## src/rtl/seq_serializer.sv

```systemverilog
// rtl/seq_serializer.sv - loads a W-bit pattern and shifts it out MSB-first, one bit per DIV clocks.
// Optional build macro SEQSER_LOOP_EN adds a loop input that repeats the held word back-to-back.
module seq_serializer #(
  parameter int W   = 4,
  parameter int DIV = 1
) (
  input  logic                   clk,
  input  logic                   reset,
  input  logic                   load,
  input  logic                   abort,
`ifdef SEQSER_LOOP_EN
  input  logic                   loop,
`endif
  input  logic [W-1:0]           din,
  output logic                   x,
  output logic                   x_valid,
  output logic                   busy,
  output logic                   done,
  output logic [$clog2(W+1)-1:0] bit_cnt
);

  localparam int CW = $clog2(W + 1);
  localparam int PW = (DIV > 1) ? $clog2(DIV) : 1;

  typedef enum logic [1:0] {
    ST_IDLE  = 2'd0,
    ST_SHIFT = 2'd1,
    ST_DONE  = 2'd2
  } state_t;

  state_t          state_q, state_d;
  logic [W-1:0]    sr_q, sr_d;
  logic [PW-1:0]   presc_q, presc_d;
  logic [CW-1:0]   cnt_q, cnt_d;
  logic            x_q, x_d;
  logic            xv_q, xv_d;
  logic            busy_q, busy_d;
  logic            done_q, done_d;
  logic            tick;
  logic            finish;
`ifdef SEQSER_LOOP_EN
  logic [W-1:0]    held_q, held_d;
`endif

  assign tick = (presc_q == PW'(DIV - 1));

  always_ff @(posedge clk or negedge reset) begin
    if (!reset) begin
      state_q <= ST_IDLE;
      sr_q    <= '0;
      presc_q <= '0;
      cnt_q   <= '0;
      x_q     <= 1'b0;
      xv_q    <= 1'b0;
      busy_q  <= 1'b0;
      done_q  <= 1'b0;
`ifdef SEQSER_LOOP_EN
      held_q  <= '0;
`endif
    end else begin
      state_q <= state_d;
      sr_q    <= sr_d;
      presc_q <= presc_d;
      cnt_q   <= cnt_d;
      x_q     <= x_d;
      xv_q    <= xv_d;
      busy_q  <= busy_d;
      done_q  <= done_d;
`ifdef SEQSER_LOOP_EN
      held_q  <= held_d;
`endif
    end
  end

  always_comb begin
    state_d = state_q;
    sr_d    = sr_q;
    presc_d = presc_q;
    cnt_d   = cnt_q;
    x_d     = x_q;
    xv_d    = 1'b0;
    busy_d  = busy_q;
    done_d  = 1'b0;
    finish  = 1'b0;
`ifdef SEQSER_LOOP_EN
    held_d  = held_q;
`endif
    case (state_q)
      ST_IDLE: begin
        x_d = 1'b0;
        // abort has priority: a simultaneous load is dropped
        if (!abort && load) begin
          sr_d    = din;
          presc_d = '0;
          cnt_d   = '0;
          busy_d  = 1'b1;
          state_d = ST_SHIFT;
`ifdef SEQSER_LOOP_EN
          held_d  = din;
`endif
        end
      end
      ST_SHIFT: begin
        if (abort) begin
          x_d     = 1'b0;
          sr_d    = '0;
          presc_d = '0;
          cnt_d   = '0;
          busy_d  = 1'b0;
          state_d = ST_IDLE;
        end else begin
          presc_d = tick ? '0 : presc_q + 1'b1;
          if (tick) begin
            if (cnt_q != CW'(W)) begin
              x_d   = sr_q[W-1];
              sr_d  = sr_q << 1;
              cnt_d = cnt_q + 1'b1;
              xv_d  = 1'b1;
            end else begin
              // bit_cnt==W on a tick marks the end of the last bit period
              finish = 1'b1;
`ifdef SEQSER_LOOP_EN
              if (loop) begin
                x_d    = held_q[W-1];
                sr_d   = held_q << 1;
                cnt_d  = CW'(1);
                xv_d   = 1'b1;
                done_d = 1'b1;
                finish = 1'b0;
              end
`endif
              if (finish) begin
                x_d     = 1'b0;
                busy_d  = 1'b0;
                done_d  = 1'b1;
                state_d = ST_DONE;
              end
            end
          end
        end
      end
      ST_DONE: begin
        x_d     = 1'b0;
        state_d = ST_IDLE;
      end
      default: begin
        x_d     = 1'b0;
        busy_d  = 1'b0;
        state_d = ST_IDLE;
      end
    endcase
  end

  assign x       = x_q;
  assign x_valid = xv_q;
  assign busy    = busy_q;
  assign done    = done_q;
  assign bit_cnt = cnt_q;

endmodule
```

## config.mk

```make
export PLATFORM = sky130hd
export DESIGN_NAME = seq_serializer
export DESIGN_NICKNAME = d
export VERILOG_FILES = /design/src/rtl/seq_serializer.sv
export SDC_FILE = /design/constraint.sdc
export NUM_CORES = 1
export LEC_CHECK = 0
export ABC_CLOCK_PERIOD_IN_PS = 2400
export CAP_MARGIN = 20
export CORE_AREA = 5 5 42 44
export CTS_CLUSTER_DIAMETER = 120
export DETAILED_ROUTE_END_ITERATION = 6
export DIE_AREA = 0 0 47 49
export GPL_ROUTABILITY_DRIVEN = 0
export PLACE_DENSITY_LB_ADDON = 0.1
export SYNTH_ARGS = -nofsm -noshare
export SYNTH_HDL_FRONTEND = slang
export SYNTH_SLANG_ARGS = --single-unit
```

## constraint.sdc

```tcl
create_clock -name clk -period 2.4 [get_ports clk]
set_input_delay 0.36 -clock clk [delete_from_list [all_inputs] [get_ports clk]]
set_output_delay 0.36 -clock clk [all_outputs]
set_load 0.01 [all_outputs]
```

# Word level (Yosys, flattened, before mapping)

Cells that the tools add are included.

Input bits: 8
Output and inout port bits: 7
Word-level logic and storage cells: 62
Register bits: 14

Eq/ne operators: 7
Bitwise gates (word level): 1
$add $sub $neg: 2
Multiplexer cells: 36
Reduce and logical (&&, ||, !) cells: 8

Operators with widths:

| operator                                                              | count |
|---|---|
| 1-bit two-way mux                                                     | 19 |
| 4-bit two-way mux                                                     | 4 |
| 3-bit two-way mux                                                     | 4 |
| 3-bit inequality test, second input constant                          | 4 |
| 2-bit two-way mux                                                     | 4 |
| 4-bit one-hot mux with 2 select lines                                 | 1 |
| 4-bit AND reduction                                                   | 2 |
| 3-bit one-hot mux with 2 select lines                                 | 1 |
| 2-bit one-hot mux with 2 select lines                                 | 1 |
| 3-bit by 1-bit adder with 3-bit output, second input constant         | 1 |
| 1-bit one-hot mux with 3 select lines                                 | 1 |
| 3-bit AND reduction                                                   | 1 |
| 2-bit by 1-bit equality test with 1-bit output, second input constant | 1 |
| 2-bit equality test, second input constant                            | 1 |
| 2-bit zero test                                                       | 1 |
| 2-bit inequality test, second input constant                          | 1 |
| 1-bit one-hot mux with 2 select lines                                 | 1 |
| 2-bit AND reduction                                                   | 1 |
| 2-bit nonzero test                                                    | 1 |
| 1-bit adder, second input constant                                    | 1 |
| 1-bit logical AND                                                     | 1 |
| 1-bit zero test                                                       | 1 |
| 1-bit inverter                                                        | 1 |

# Longest topological paths before layout

Word-level depth: 5
Depth in mapped cells: 5

# Worst setup path before layout

Ideal clock, no wire load.

Kind: register to register
From: reg cnt_q[0], in the netlist bit_cnt[0]
To: reg sr_q[1]
Clock period less this slack: 1.318 ns
Slack: 1.082 ns
Cell stages (with the launch flop): 6
Arrival time: 1.215 ns
Library setup time: 0.104 ns
Path buffers: 0
Required time: 2.296 ns
Cell sequence: dfrtp_1 inv_1 ha_1 nand3b_1 and2_1 a221oi_1

Longest elaborated chain between the ends: 3

RTL lines:

| what                                   | line | source |
|---|---|---|
| start, declared                        | 34   | `logic [CW-1:0] cnt_q, cnt_d;` |
| start signal, assigned                 | 64   | `cnt_q <= cnt_d;` |
| 3-bit inequality test                  | 114  | `if (cnt_q != CW'(W)) begin` |
| 3-bit inequality test (no source line) | --   |  |
| 4-bit AND reduction (no source line)   | --   |  |
| end signal, assigned                   | 62   | `sr_q <= sr_d;` |
| end, declared                          | 32   | `logic [W-1:0] sr_q, sr_d;` |

No other way between the ends.
A chain may end at the register's enable or synchronous reset.

# Worst setup path in the final report

From: reg cnt_q[2], in the netlist bit_cnt[2]
To: out bit_cnt[2]

RTL lines:

| what          | line | source |
|---|---|---|
| end, declared | 19   | `output logic [$clog2(W+1)-1:0] bit_cnt` |

No word-level cell between the ends.

==> out/summary.txt <==
Status -> finished clean
Synth unique cells -> 22
1st-pass router iterations -> 4
Slew HR -> 0.606
Initial antenna violation count -> 0
Leakage power -> 0.355 nW
Vias in the first global route -> 449
Post-DRT Antenna Nets -> 0
Clk slew on worst S/H paths -> 0.08 ns
Global-route wire length before repair -> 2.02 mm
Root Buffer -> clkbuf_4
Drt initial violations -> 8
Buf/Inv on CP -> 1
CP startpoint kind -> flip-flop
Row count -> 14
Setup WS pre-CTS -> 0.614 ns
Final WS setup -> 0.776 ns
Initial Util -> 0.432
HP Class -> in -> async
WHS -> 0.453 ns
Hpwl dp -> 932 um
Port buffer count -> 14
Final #Nets -> 85
CTS tree -> done
# placed instances -> 86
Via count -> 472
Register bit total from synthesis -> 13
Final hold vios -> 0
Post-Syn Area -> 606 um2
Max clock buf depth -> 2
Final Max Tran Viols -> 0
Slew @ Worst Pin -> 0.590 ns
Wire length per cell -> 13.6 um
Insertion delay to the later sink of the worst-skew pair -> 0.28 ns
H-tree depth -> 1
Post-synthesis sequential area ratio -> 0.537
Cells on worst reg2reg path -> 5
Post-cts resize count -> 0
Synth Area per Inst -> 10.8 um2
Worst endpoint data arrival time -> 1.26 ns
CP delay by family, top -> buffers and inverters
Largest net degree at the start of global routing -> 14
Synth warn -> 0
Crit Path Max Fanout -> 5
Slowest-stage cell, CP -> clkdlybuf4s50_1
Mapped Cells -> 56
DRC Markers -> 0
Clock skew -> 0.00558 ns
P&R area growth vs syn -> 30.8%
Die X -> 47 um
Cell Pwr Density -> 702 nW/um2
F_max -> 616 MHz
Unrepaired setup endpoints after global routing -> no
Remaining Overflow, GRT -> 0
Maximum vdd drop -> 410 uV
Final period util -> 0.677
Die Ht -> 49 um
Routed wire length -> 1.23 mm
I/O pin cnt -> 15
Worst Path Required -> 2.04 ns
Non-Filler Instances -> 90
Critical path class -> reg -> out
Via/cell ratio -> 5.24
Die area -> 2300 um2
Share of cells above drive strength 1 -> 0.108
Reg2Reg Setup Slack -> 0.98 ns
Hold-fix buffers, CTS -> 0
CTS buffer count -> 3
Setup Buffers After CTS -> 0
Setup TNS -> 0 ns
Worst Setup End Kind -> primary output
R2R Path Start -> bit_cnt[1]
Final setup viols -> 0
GRT Overall Usage -> 0.123
Max-cap viol count -> 0
# diodes -> 0
Fin crit period -> 1.62 ns
CTS Sinks -> 13
CP cell instances -> clkdlybuf4s50_1
Max incr delay on CP -> 0.56 ns
RR Endpoint -> bit_cnt[0]
Syn nets -> 66
Core area -> 1400 um2
routing by layer:
| metal | global-route usage | part of all wire |
|---|---|---|
| met2 | 0.183 | 0.47 |
| met3 | 0.0332 | 0.066 |
| met1 | 0.155 | 0.44 |
| met5 | 0 | 0 |
| met4 | 0.0691 | 0.024 |
state kept, by name (all words and copies together), names as in the netlist:
signal,cells
bit_cnt,3
busy,1
done,1
sr_q,4
state_q,2
x,1
x_valid,1
stage by stage:
| stage | util | instance area, um2 | power, W |
|---|---|---|---|
| 3_5_place_dp | 0.546 | 766 | 0.000430 |
| 6_report | 0.565 | 792 | 0.000556 |
| 3_3_place_gp | 0.546 | 766 | 0.000425 |
| 2_1_floorplan | - | 606 | 0.000360 |
| 4_1_cts | 0.565 | 792 | 0.000563 |
| 5_1_grt | 0.565 | 792 | 0.000600 |
synthesized netlist by cell type (all sizes together):
cell | count | area [um2]
dfrtp | 13 | 325
nand2 | 7 | 26.3
inv | 6 | 22.5
nor2 | 6 | 22.5
a221oi | 3 | 26.3
a21oi | 2 | 13.8
and2 | 2 | 12.5
ha | 2 | 25.0
nand2b | 2 | 12.5
o21ai | 2 | 10.0
a32o | 1 | 10.0
and3 | 1 | 7.51
mux2 | 1 | 11.3
mux2i | 1 | 10.0
nand3 | 1 | 5.00
nand3b | 1 | 7.51
nand4 | 1 | 6.26
nor2b | 1 | 6.26
nor4b | 1 | 23.8
o31ai | 1 | 7.51
or4b | 1 | 13.8
where the power goes:
group / total, W / switching [W] / internal [W]
Clock: 0.000133 / 0.0000686 / 0.0000645
Sequential: 0.000280 / 0.0000265 / 0.000254
Combinational: 0.000143 / 0.0000648 / 0.0000779
placed cells by master (no fill, tap or decap):
master	instances
and2_1	2
nand3b_1	1
mux2_2	1
nand4_1	1
o21ai_0	2
or4b_4	1
inv_1	6
nor4b_4	1
nand2_1	7
dfrtp_1	13
a21oi_1	1
clkbuf_4	3
clkdlybuf4s50_1	14
clkbuf_1	1
a32o_1	1
a21oi_2	1
nor2b_1	1
and3_2	1
mux2i_1	1
ha_1	2
o31ai_1	1
nand2b_1	2
nand3_1	1
a221oi_1	3
nor2_1	6
area by class of cell:
cell class | count | area, um2
Multi-Input combinational cell | 37 | 258
Sequential cell | 13 | 325
Inverter | 6 | 22.5
Fill cell | 136 | 609
Clock buffer | 4 | 26.3
Timing Repair Buffer | 14 | 140
Tap cell | 16 | 20.0
cells by family (layout without fill, tap and decap cells):
kind of cell	Yosys count	count (layout)	share of synthesized area
and+or+nand+nor	24	24	0.238
muxes	2	2	0.0351
DFF	13	13	0.537
adders and majority gates	2	2	0.0413
AOI/OAI and AO/OA	9	9	0.112
buffers and inverters	6	24	0.0372
worst max path at each step:
| stage | startpoint | slack, ns | cells after the start | end |
|---|---|---|---|---|
| floorplan | bit_cnt[0] | 1.08 | 5 | sr_q[1] |
| global placement | abort | 0.65 | 4 | sr_q[2] |
| detailed placement | abort | 0.61 | 4 | sr_q[1] |
| CTS | bit_cnt[2] | 0.76 | 1 | bit_cnt[2] |
| global route | bit_cnt[2] | 0.71 | 1 | bit_cnt[2] |
| finish | bit_cnt[2] | 0.78 | 1 | bit_cnt[2] |
(Power assumes the default switching activity.)
